[src/rtl/ifetch_pkg.sv]
`default_nettype none
// +----------------------------------------------------------------------------+
// | ifetch_pkg : shared types and constants for the instruction fetch stage     |
// | Revision   : 1.0                                                            |
// +----------------------------------------------------------------------------+
package ifetch_pkg;

  typedef enum logic [1:0] {
    REQ   = 2'd0,
    WAIT  = 2'd1,
    HOLD  = 2'd2,
    FLUSH = 2'd3
  } fetch_state_e;

  localparam logic [31:0] NOP_INSN  = 32'h0000_0013;
  localparam int          TIMEOUT_W = 8;

  function automatic logic is_aligned(input logic [31:0] pc);
    return (pc[1:0] == 2'b00);
  endfunction

endpackage
`default_nettype wire

[src/rtl/ifetch_unit.sv]
`default_nettype none
// +----------------------------------------------------------------------------+
// | ifetch_unit : PC-driven request/grant/response fetch with held instruction  |
// | Revision    : 1.0                                                           |
// +----------------------------------------------------------------------------+
module ifetch_unit
  import ifetch_pkg::*;
#(
  parameter logic [31:0] RESET_NOP = NOP_INSN,
  parameter int          TIMEOUT   = 16
) (
  input  logic        clk_i,
  input  logic        nrst_i,
  input  logic [31:0] pc_i,
  input  logic        flush_i,
  input  logic        ins_ready_i,
  output logic        imem_req_o,
  output logic [31:0] imem_addr_o,
  input  logic        imem_gnt_i,
  input  logic        imem_rvalid_i,
  input  logic [31:0] imem_rdata_i,
  output logic [31:0] ins_o,
  output logic [31:0] ins_pc_o,
  output logic        ins_valid_o,
  output logic        misalign_o,
  output logic        bus_err_o,
  output logic        pc_en_o
);

  localparam logic [TIMEOUT_W-1:0] C_CNT_LAST = TIMEOUT_W'(TIMEOUT - 1);
  localparam logic [TIMEOUT_W-1:0] C_CNT_MAX  = '1;

  fetch_state_e         state_q;
  logic [TIMEOUT_W-1:0] cnt_q;
  logic [31:0]          ins_q;
  logic [31:0]          ins_pc_q;
  logic                 valid_q;
  logic                 misalign_q;
  logic                 bus_err_q;

  logic                 w_aligned;
  logic                 w_timeout;
  logic [TIMEOUT_W-1:0] w_cnt_inc;

  assign w_aligned = is_aligned(pc_i);
  assign w_timeout = (cnt_q >= C_CNT_LAST);
  assign w_cnt_inc = (cnt_q == C_CNT_MAX) ? cnt_q : cnt_q + 1'b1;

  // Request is held off while reset is asserted so the bus sees a clean idle.
  assign imem_req_o  = nrst_i && (state_q == REQ) && w_aligned;
  assign imem_addr_o = imem_req_o ? pc_i : 32'h0;
  assign pc_en_o     = (state_q == HOLD) && ins_ready_i && !flush_i;

  assign ins_o       = ins_q;
  assign ins_pc_o    = ins_pc_q;
  assign ins_valid_o = valid_q;
  assign misalign_o  = misalign_q;
  assign bus_err_o   = bus_err_q;

  always_ff @(posedge clk_i) begin
    if (!nrst_i) begin
      state_q    <= REQ;
      cnt_q      <= '0;
      ins_q      <= RESET_NOP;
      ins_pc_q   <= 32'h0;
      valid_q    <= 1'b0;
      misalign_q <= 1'b0;
      bus_err_q  <= 1'b0;
    end else begin
      case (state_q)
        REQ: begin
          if (flush_i) begin
            // A grant in the flush cycle still owes us a response to drain.
            if (w_aligned && imem_gnt_i) begin
              state_q <= FLUSH;
              cnt_q   <= '0;
            end
          end else if (!w_aligned) begin
            state_q    <= HOLD;
            misalign_q <= 1'b1;
            ins_q      <= RESET_NOP;
            ins_pc_q   <= pc_i;
            valid_q    <= 1'b1;
          end else if (imem_gnt_i) begin
            state_q  <= WAIT;
            ins_pc_q <= pc_i;
            cnt_q    <= '0;
          end
        end
        WAIT: begin
          if (flush_i) begin
            state_q <= FLUSH;
            cnt_q   <= w_cnt_inc;
          end else if (imem_rvalid_i) begin
            state_q <= HOLD;
            ins_q   <= imem_rdata_i;
            valid_q <= 1'b1;
          end else if (w_timeout) begin
            state_q   <= HOLD;
            bus_err_q <= 1'b1;
            ins_q     <= RESET_NOP;
            valid_q   <= 1'b1;
          end else begin
            cnt_q <= w_cnt_inc;
          end
        end
        HOLD: begin
          if (flush_i || ins_ready_i) begin
            state_q    <= REQ;
            valid_q    <= 1'b0;
            misalign_q <= 1'b0;
            bus_err_q  <= 1'b0;
            ins_q      <= RESET_NOP;
          end
        end
        FLUSH: begin
          if (imem_rvalid_i || w_timeout) begin
            state_q <= REQ;
          end else begin
            cnt_q <= w_cnt_inc;
          end
        end
        default: state_q <= REQ;
      endcase
    end
  end

endmodule
`default_nettype wire

[config.mk]
export PLATFORM = sky130hd
export DESIGN_NAME = ifetch_unit
export DESIGN_NICKNAME = d
export VERILOG_FILES = /design/src/rtl/ifetch_pkg.sv /design/src/rtl/ifetch_unit.sv
export SDC_FILE = /design/constraint.sdc
export NUM_CORES = 1
export LEC_CHECK = 0
export BUFFER_PORTS_ARGS = -buffer_cell sky130_fd_sc_hd__buf_2
export CORE_UTILIZATION = 46
export CTS_CLUSTER_DIAMETER = 50
export CTS_CLUSTER_SIZE = 12
export DETAILED_ROUTE_END_ITERATION = 7
export PLACE_DENSITY = 0.8
export SLEW_MARGIN = 10
export SYNTH_ARGS = -nofsm -noshare
export SYNTH_HDL_FRONTEND = slang
export SYNTH_SLANG_ARGS = --single-unit
[constraint.sdc]
create_clock -name clk_i -period 2.4 [get_ports clk_i]
set_input_delay 0.12 -clock clk_i [delete_from_list [all_inputs] [get_ports clk_i]]
set_output_delay 0.12 -clock clk_i [all_outputs]
set_load 0.005 [all_outputs]
==> reports/results.tsv, run 1 <==
metric	value	unit
Clk network pwr share	23.2	%
crit path buf inv count	2	
sequential share of the synthesized area	43.2	%
CP max stage delay	0.60	ns
CP max-delay cell	nor4_2	
drt total wl	9390	um
YS warnings	0	
unique cell type count in the Yosys netlist	48	
largest net degree at the start of global routing	42	
IO buf count	168	
internal power	2.59	mW
fmax	0.484	GHz
CTS tree	yes	
htree depth	3	
vias in the first global route	3277	
leading area contributor after synthesis	dfxtp_1	
Max clock buf depth	2	
met2 usage	39.6	%
DRT iter0 DRCs	201	
Total Routing Usage GR	22.7	%
worst hold path type	in -> reg	
result of the run	complete, no violations	
Core Rows	31	
post-synthesis xor/xnor area fraction	0	%
Switching Fraction	35.9	%
VDD IR max	0.469	mV
Area Overhead vs Synth	32.7	%
crit path launch type	flop	
pre-CTS setup slack	0.342	ns
max-cap violations	0	
Hold EP	ins_pc_o[25]	
Setup crit end kind	flop	
DR vias	3572	
Post-Synth Simple-Gate Area	26.8	%
M1 GR Usage	26.4	%
crit path kind	reg -> reg	
share of power burned in registers	37.9	%
Worst-Margin Slew	0.626	ns
I/O pin total	171	
die area	8110	um2
GRT Residual Overflow	0	
post-DR vias/cell	5.09	
Logic pwr share	38.9	%
final slew viol count	0	
met3 Usage GRT	6.43	%
GR peak layer	met2	
Clock Latency Late Sink	0.34	ns
Reg clk slew, reported paths	0.08	ns
first-pass GRT wire length	15100	um
main flop type after synthesis	dfxtp_1	
Synth async-reset ratio	0	%
HPWL after DPL	6740	um
synthesized-area fraction occupied by adder cells	1.75	%
Commonest cells post-synth	nand2_1 (126), dfxtp_1 (77), a21oi_1 (35), mux2i_1 (33), and2_1 (30)	
DIE HEIGHT	90.1	um
crit-path cells	inv_1 > ha_1 > inv_1 > o2bb2ai_1 > nor4_2 > a32o_1	
core footprint	7370	um2
required time of the worst setup path	2.68	ns
Pwr Density	852	nW/um2
Avg WL per Cell	13.4	um
area of the multi-input gates	1860	um2
Compound-Gate Fraction of Synth Area	13.7	%
fin crit share	86.1	%
Worst Slack Setup Final	0.333	ns
syn_area_per_cell	8.30	um2
Setup Skew	0.0132	ns
main combinational cell family by area after synthesis	simple AND/OR/NAND/NOR gates	
top-count cell post-synth	nand2_1	
Final TNS setup	0	ns
synthesized area	3570	um2
final hold vios	0	
Antenna Violating Nets Remaining	0	
Die Wd	90.1	um
Root Buffer	clkbuf_8	
Inserted Diodes	0	
Worst Min Path Start	pc_i[25]	
Final min period	2.07	ns
nets	674	
first-pass detailed-route iteration total	4	
R2R Path End	cnt_q[3]	
CTS sink count	77	
final setup fails	0	
cts repair resizes	0	
delay-heaviest family, CP	simple AND/OR/NAND/NOR gates	
fill count	671	
FF-to-FF path depth	6	
relative slew slack	57.9	%
initial core utilization	48.4	%
worst r2r src	state_q[1]	
setup bufs post-CTS	0	
r2r setup slk	0.33	ns
Pleak	2.27	nW
Max FO, Critical Path	9	
critical path data arrival time	2.35	ns
share of layout cells above drive strength 1	33.3	%
CP Launch Point	state_q[1]	
Routability Congestion	0.818	
Synth Instances	430	
Yosys reg bits	77	
hold path depth	3	
multiplexer share of the synthesized area	9.26	%
top post-synthesis cells by area	dfxtp_1 (43%), nand2_1 (13%), mux2i_1 (9.3%)	
Sequential cell area	1540	um2
RSZ-0062 raised after global routing	false	
DRC	0	
antenna violations before repair	0	
Most common cell on crit path	inv_1	
total CTS buffers	9	
post-synth top area share	43.2	%
net switching power	1.45	mW
EDFF count, synth	0	
## registers in the layout (all words and copies together), names as in the netlist
register / cells
ins_valid_o: 1
ins_o: 32
ins_pc_o: 32
state_q: 2
bus_err_o: 1
cnt_q: 8
misalign_o: 1
## worst min-delay path, cell delays in order
cell     delay, ns
buf_2         0.10
nand2_1       0.05
a21oi_1       0.05
## logic make-up (layout without fill, tap and decap cells)
kind of cell    Yosys count  in the layout
compound gates           72             72
fa+ha+maj                 5              5
buf+inv                  36            208
flops                    77             77
mux                      33             33
other cells               1              2
simple gates            206            206
## final cells by class
| cell class | instances | area share [%] |
|---|---|---|
| clock buffer | 9 | 2.62 |
| multi-input combinational | 318 | 39.2 |
| clock inverter | 6 | 1.35 |
| inverter | 7 | 0.555 |
| tap | 99 | 2.62 |
| sequential | 77 | 32.5 |
| timing repair buffer | 186 | 21.1 |
## power groups by stage
stage	Combinational, mW	Clock (mW)	Sequential, mW
after global placement	1.52	0	1.55
after detailed placement	1.55	0	1.56
after CTS	1.57	0.970	1.53
after global routing	1.72	1.03	1.55
after floorplan	1.18	0	1.57
final	1.57	0.936	1.53
## layer usage
layer	share of wire, %	routed length [um]	vias up
met3	7.8	729	14
li1	-	-	1793
met2	48	4520	146
met1	43	4020	1619
met5	0	0	-
met4	1.4	129	0
## cell usage in the layout (no fill, tap or decap), types with 2 or more instances in the layout
| master | instances |
|---|---|
| buf_2 | 168 |
| nand2_1 | 126 |
| dfxtp_1 | 77 |
| a21oi_1 | 35 |
| mux2i_1 | 33 |
| and2_1 | 30 |
| nor2_1 | 13 |
| dlygate4sd3_1 | 10 |
| clkbuf_8 | 9 |
| buf_4 | 8 |
| inv_1 | 6 |
| a32o_1 | 6 |
| nor3_1 | 6 |
| o21ai_0 | 5 |
| o2111ai_1 | 5 |
| ha_1 | 5 |
| nand3_1 | 4 |
| nand2b_1 | 4 |
| nor2b_1 | 4 |
| a22oi_1 | 4 |
| nor3b_1 | 3 |
| nor4_1 | 3 |
| nand4_1 | 3 |
| nor2_2 | 2 |
| o31ai_1 | 2 |
| or4_1 | 2 |
| a31oi_1 | 2 |
| o21a_1 | 2 |
| conb_1 | 2 |
| clkinvlp_4 | 2 |
| clkinv_2 | 2 |
## timing repair
item                                   CTS  global route
hold buffers                            10             0
setup endpoints to repair                0             0
endpoints found under the hold margin   10             0
## worst max path at each step
stage | cells past startpoint | endpoint
final | 6 | cnt_q[3]
after global routing | 6 | cnt_q[2]
after CTS | 6 | cnt_q[6]
after detailed placement | 6 | cnt_q[6]
after global placement | 6 | cnt_q[5]
after floorplan | 7 | cnt_q[1]
## through the flow
stage	hold slack (ns)	cell area [um2]	instances	total power [mW]	utilization, %
CTS	0.00226	4740	702	4.07	64.3
global route	0.00625	4740	702	4.29	64.3
floorplan	0.256	3570	431	2.74	-
finish	0.0234	4740	702	4.03	64.3
detailed placement	0.370	4450	677	3.11	60.4
global placement	0.361	4450	677	3.07	60.4
No activity file was read; power rests on OpenSTA's default activity.
==> run 2, diff against run 1 <==
==> constraint.sdc (replaced) <==
create_clock -name clk_i -period 2.4 [get_ports clk_i]
set_input_delay 0.12 -clock clk_i [delete_from_list [all_inputs] [get_ports clk_i]]
set_output_delay 0.12 -clock clk_i [all_outputs]
set_load 0.1 [all_outputs]
==> run 2 against run 1 <==
Compared with the run above: register-to-register slack got worse by 0.12 ns; sequential power barely moved; clock power rose by 39%; final cell count rose by 0.28%; critical path depth did not move; total power rose by 44%; largest cell class unchanged; non-clock buffer count rose by 1; die area did not move; critical endpoint unchanged; maximum frequency fell by 5.6%; critical path type unchanged; clock skew rose by 0.00078 ns.
==> reports/results.tsv, run 2 (synthesized netlist as in run 1, its figures left out) <==
metric	value	unit
Total Routing Usage GR	25.6	%
IO buf count	168	
die area	8110	um2
Setup crit end kind	flop	
first-pass detailed-route iteration total	5	
share of layout cells above drive strength 1	33.4	%
I/O pin total	171	
Logic pwr share	51.3	%
Inserted Diodes	0	
share of power burned in registers	26.3	%
Final min period	2.19	ns
VDD IR max	0.538	mV
hold path depth	3	
max-cap violations	0	
Routability Congestion	0.813	
internal power	3.02	mW
fin crit share	91.2	%
Die Wd	90.1	um
CP max-delay cell	nor4_2	
total CTS buffers	9	
DRC	0	
Pleak	2.40	nW
CP max stage delay	0.66	ns
HPWL after DPL	7410	um
nets	675	
crit path kind	reg -> reg	
vias in the first global route	3597	
commonest non-fill, non-tap cell in the layout	buf_2	
required time of the worst setup path	2.68	ns
Pwr Density	1100	nW/um2
first-pass GRT wire length	17000	um
Switching Fraction	48.1	%
Area Overhead vs Synth	48.4	%
cts repair resizes	0	
FF-to-FF path depth	6	
relative slew slack	55.0	%
htree depth	3	
CTS sink count	77	
initial core utilization	48.4	%
largest net degree at the start of global routing	34	
core footprint	7370	um2
Core Rows	31	
net switching power	2.80	mW
Worst-Margin Slew	0.669	ns
Reg clk slew, reported paths	0.09	ns
commonest non-fill, non-tap cells in the layout	buf_2 (137), nand2_1 (126), dfxtp_1 (77)	
RSZ-0062 raised after global routing	false	
CTS tree	yes	
GRT Residual Overflow	0	
Max clock buf depth	2	
Final TNS setup	0	ns
drt total wl	10300	um
Root Buffer	clkbuf_8	
Clk network pwr share	22.4	%
critical path data arrival time	2.47	ns
crit-path cells	inv_1 > ha_1 > inv_1 > o2bb2ai_1 > nor4_2 > a32o_1	
Most common cell on crit path	inv_1	
Antenna Violating Nets Remaining	0	
antenna violations before repair	0	
result of the run	complete, no violations	
Placement Cell Area	4910	um2
DIE HEIGHT	90.1	um
Power Total	5.82	mW
fill count	554	
Setup Skew	0.0140	ns
fmax	0.457	GHz
post-DR vias/cell	5.27	
final hold vios	0	
crit path launch type	flop	
Clock Latency Late Sink	0.35	ns
DRT iter0 DRCs	178	
setup bufs post-CTS	0	
Max FO, Critical Path	9	
DR vias	3710	
final slew viol count	0	
final setup fails	0	
fin area	5290	um2
Avg WL per Cell	14.7	um
worst hold path type	in -> reg	
## run 2: cell count changes in the layout (fill, tap and decap cells not counted)
cell	previous run	this run
buf_12	0	31
buf_2	168	137
bufinv_16	1	4
clkinv_2	2	0
clkinv_4	0	2
clkinvlp_4	2	0
dlygate4sd3_1	10	11
## run 2: area by class of cell
cell class,count,area (um2),area share [%]
clock buffer,9,124,2.34
clock inverter,7,146,2.77
inverter,7,26.3,0.496
multi-input combinational,318,1860,35.1
sequential,77,1540,29.1
tap,99,124,2.34
timing repair buffer,187,1480,27.9
## run 2: timing repair
action | in CTS | in global routing
endpoints found under the hold margin | 11 | 0
hold buffers | 11 | 0
endpoints found under the setup margin | 0 | 0
## run 2: per-layer routing
layer	track usage [%]	share of wire (%)	wire (um)
met1	30.4	41	4280
met2	45.3	49	5100
met3	6.77	8.0	826
met4	7.12	1.4	141
met5	0	0	0
## run 2: power by group through the flow
stage                     Clock, mW  Combinational [mW]  Sequential, mW
after floorplan                   0                1.45            2.57
after global placement            0                2.92            1.55
after detailed placement          0                2.97            1.56
after CTS                      1.33                2.99            1.53
after global routing           1.38                3.14            1.55
final                          1.30                2.98            1.53
## run 2: per-stage QoR
stage | hold slack, ns | cells | util [%] | worst slack (ns)
6_report | 0.00904 | 704 | 71.8 | 0.211
5_1_grt | 0.00373 | 704 | 71.8 | 0.0164
4_1_cts | 0.000712 | 704 | 71.8 | 0.263
3_5_place_dp | 0.371 | 677 | 66.7 | 0.284
3_3_place_gp | 0.361 | 677 | 66.7 | 0.403
2_1_floorplan | 0.256 | 431 | - | 0.0589
## run 2: critical path: cells and delay by family, from the launching register on
family / cells / cell delay [ns]
simple gates: 1 / 0.66
compound gates: 2 / 0.45
fa+ha+maj: 1 / 0.36
flops: 1 / 0.33
buf+inv: 2 / 0.33
## run 2: final timing paths
check / from / slack, ns / to
hold / removal: imem_rdata_i[9] / 0.009 / ins_o[9]
setup / recovery: state_q[1] / 0.21 / cnt_q[3]
hold reg to reg: ins_pc_o[9] / 0.45 / ins_pc_o[9]
setup reg to reg: state_q[1] / 0.21 / cnt_q[3]
==> run 3, diff against run 2 <==
--- a/config.mk
+++ b/config.mk
@@ -6,6 +6,8 @@
 export NUM_CORES = 1
 export LEC_CHECK = 0
+export ABC_AREA = 1
 export BUFFER_PORTS_ARGS = -buffer_cell sky130_fd_sc_hd__buf_2
-export CORE_UTILIZATION = 46
+export CORE_MARGIN = 8
+export CORE_UTILIZATION = 47
 export CTS_CLUSTER_DIAMETER = 50
 export CTS_CLUSTER_SIZE = 12
==> constraint.sdc (replaced) <==
create_clock -name clk_i -period 2.4 [get_ports clk_i]
set_input_delay 0.12 -clock clk_i [delete_from_list [all_inputs] [get_ports clk_i]]
set_output_delay 0.12 -clock clk_i [all_outputs]
set_load 0.005 [all_outputs]
==> run 3 against run 2 <==
Compared with the run above: critical path depth grew 2; sequential power increased by 29%; final cell count increased by 15%; critical endpoint is now imem_addr_o[24]; largest cell class unchanged; highest routed layer unchanged.
==> reports/results.tsv, run 3 <==
metric	value	unit
core footprint	7770	um2
share of power burned in registers	35.1	%
result of the run	complete, no violations	
worst hold path type	in -> reg	
drt total wl	11100	um
Final TNS setup	0	ns
Inserted Diodes	0	
crit path kind	reg -> out	
DRT iter0 DRCs	157	
Final min period	2.26	ns
Area Overhead vs Synth	26.8	%
Pleak	2.57	nW
YS warnings	0	
fin crit share	94.3	%
top post-synthesis cells by area	dfxtp_1 (41%), nand2_1 (11%), a21oi_1 (9.6%)	
die area	11200	um2
post-DR vias/cell	4.94	
largest net degree at the start of global routing	70	
relative slew slack	56.2	%
final hold vios	0	
antenna violations before repair	0	
critical path data arrival time	2.14	ns
syn_area_per_cell	6.85	um2
Switching Fraction	41.1	%
Commonest cells post-synth	nand2_1 (109), nor2_1 (86), dfxtp_1 (77), a21oi_1 (73), inv_1 (52)	
Synth async-reset ratio	0	%
IO buf count	168	
total CTS buffers	9	
Placement Cell Area	4590	um2
final slew viol count	0	
synthesized area	3800	um2
Setup crit end kind	output pin	
Reg clk slew, reported paths	0.08	ns
sequential share of the synthesized area	40.6	%
top-count cell post-synth	nand2_1	
crit-path cells	inv_1 > ha_1 > nand2_1 > nor2_2 > clkinvlp_4 > buf_4 > nor2_1 > buf_2	
unique cell type count in the Yosys netlist	31	
internal power	3.30	mW
Logic pwr share	47.9	%
Synth Instances	554	
leading area contributor after synthesis	dfxtp_1	
DR vias	4013	
fin area	4810	um2
commonest non-fill, non-tap cells in the layout	buf_2 (168), nand2_1 (109), nor2_1 (85)	
crit path buf inv count	4	
CTS sink count	77	
first-pass GRT wire length	17800	um
DIE HEIGHT	106	um
HPWL after DPL	8210	um
Antenna Violating Nets Remaining	0	
Clock Latency Late Sink	0.34	ns
I/O pin total	171	
main flop type after synthesis	dfxtp_1	
Core Rows	32	
Max clock buf depth	2	
delay-heaviest family, CP	buffers and inverters	
share of layout cells above drive strength 1	30.0	%
max-cap violations	0	
RSZ-0062 raised after global routing	false	
GRT Residual Overflow	0	
Die Wd	106	um
Avg WL per Cell	13.7	um
required time of the worst setup path	2.28	ns
fmax	0.442	GHz
vias in the first global route	3876	
Yosys reg bits	77	
initial core utilization	48.9	%
Routability Congestion	0.899	
crit path launch type	flop	
first-pass detailed-route iteration total	4	
CP max stage delay	0.34	ns
Setup Skew	0.00930	ns
Clk network pwr share	17.0	%
Min Hold Slack	0.0290	ns
Total Routing Usage GR	19.0	%
CP max-delay cell	dfxtp_1	
post-synth top area share	40.6	%
net switching power	2.30	mW
VDD IR max	0.584	mV
Pwr Density	1160	nW/um2
EDFF count, synth	0	
final setup fails	0	
commonest non-fill, non-tap cell in the layout	buf_2	
Max FO, Critical Path	15	
Root Buffer	clkbuf_8	
DRC	0	
htree depth	3	
nets	780	
CTS tree	yes	
Power Total	5.60	mW
Worst-Margin Slew	0.658	ns
[run 3: cell types whose count changed in the layout (fill, tap and decap cells not counted), sizes merged, moves of 6 or more]
cell | before | now
nand3 | 4 | 51
nor2 | 15 | 92
a21oi | 35 | 73
nand2 | 126 | 112
mux2i | 33 | 0
and2 | 30 | 0
inv | 8 | 57
a32o | 6 | 0
o21ai | 5 | 37
dlygate4sd3 | 11 | 0
[run 3: final cells by class]
cell class                      count  area, um2
Clock inverter                      6       62.6
Timing Repair Buffer              174        923
Timing Repair inverter              1       7.51
Sequential cell                    77       1540
Tap cell                          102        128
Clock buffer                       10        128
Fill cell                         734       2950
Multi-Input combinational cell    384       1800
Inverter                           58        221
[run 3: worst paths after layout]
path	from	to	slack, ns	depth (start not counted)
max	state_q[0]	imem_addr_o[24]	0.14	8
min	pc_i[19]	ins_pc_o[19]	0.03	3
max reg2reg	state_q[0]	ins_o[29]	0.38	11
min reg2reg	ins_o[1]	ins_o[1]	0.46	2
[run 3: cell families (layout without fill, tap and decap cells)]
logic type	Yosys count	in the layout	synth area share (%)
DFF	77	77	40.6
buffers and inverters	94	249	12.1
adders and majority gates	5	5	1.65
AOI/OAI and AO/OA	111	111	14.8
other	1	2	0.0988
and+or+nand+nor	266	266	30.8
[run 3: timing repair]
action	CTS	global route
endpoints found under the setup margin	0	30
buffers inserted	0	2
hold buffers	0	0
gates resized for setup	0	3
[run 3: worst register-to-register path, stage by stage (launching register included)]
cell     delay [ns]
dfxtp_1        0.38
inv_1          0.10
ha_1           0.26
inv_1          0.16
nor3_4         0.06
inv_2          0.07
nand3_2        0.13
nor2_8         0.30
buf_12         0.25
nand3_1        0.11
nand2_1        0.07
nor2_1         0.05
[run 3: power groups by stage]
stage	Clock, mW	Combinational (mW)	Sequential, mW
6_report	0.953	2.68	1.97
3_3_place_gp	0	2.61	1.98
5_1_grt	1.03	3.07	2.03
2_1_floorplan	0	1.89	2.03
3_5_place_dp	0	2.69	1.99
4_1_cts	0.981	2.70	1.97
[run 3: layer usage]
metal / vias to the layer above / GRT usage, % / wire [um]
li1: 2059 / - / -
met1: 1787 / 21.5 / 4730
met2: 155 / 30.5 / 5060
met3: 12 / 8.22 / 1150
met4: 0 / 7.74 / 159
met5: - / 0 / 0
[run 3: per-stage QoR]
stage / utilization, % / setup WS (ns) / std cells
6_report: 62.0 / 0.137 / 812
5_1_grt: 62.0 / 0.00114 / 812
4_1_cts: 61.6 / 0.0120 / 809
3_5_place_dp: 59.1 / 0.398 / 793
3_3_place_gp: 59.1 / 0.477 / 793
2_1_floorplan: - / 0.841 / 555
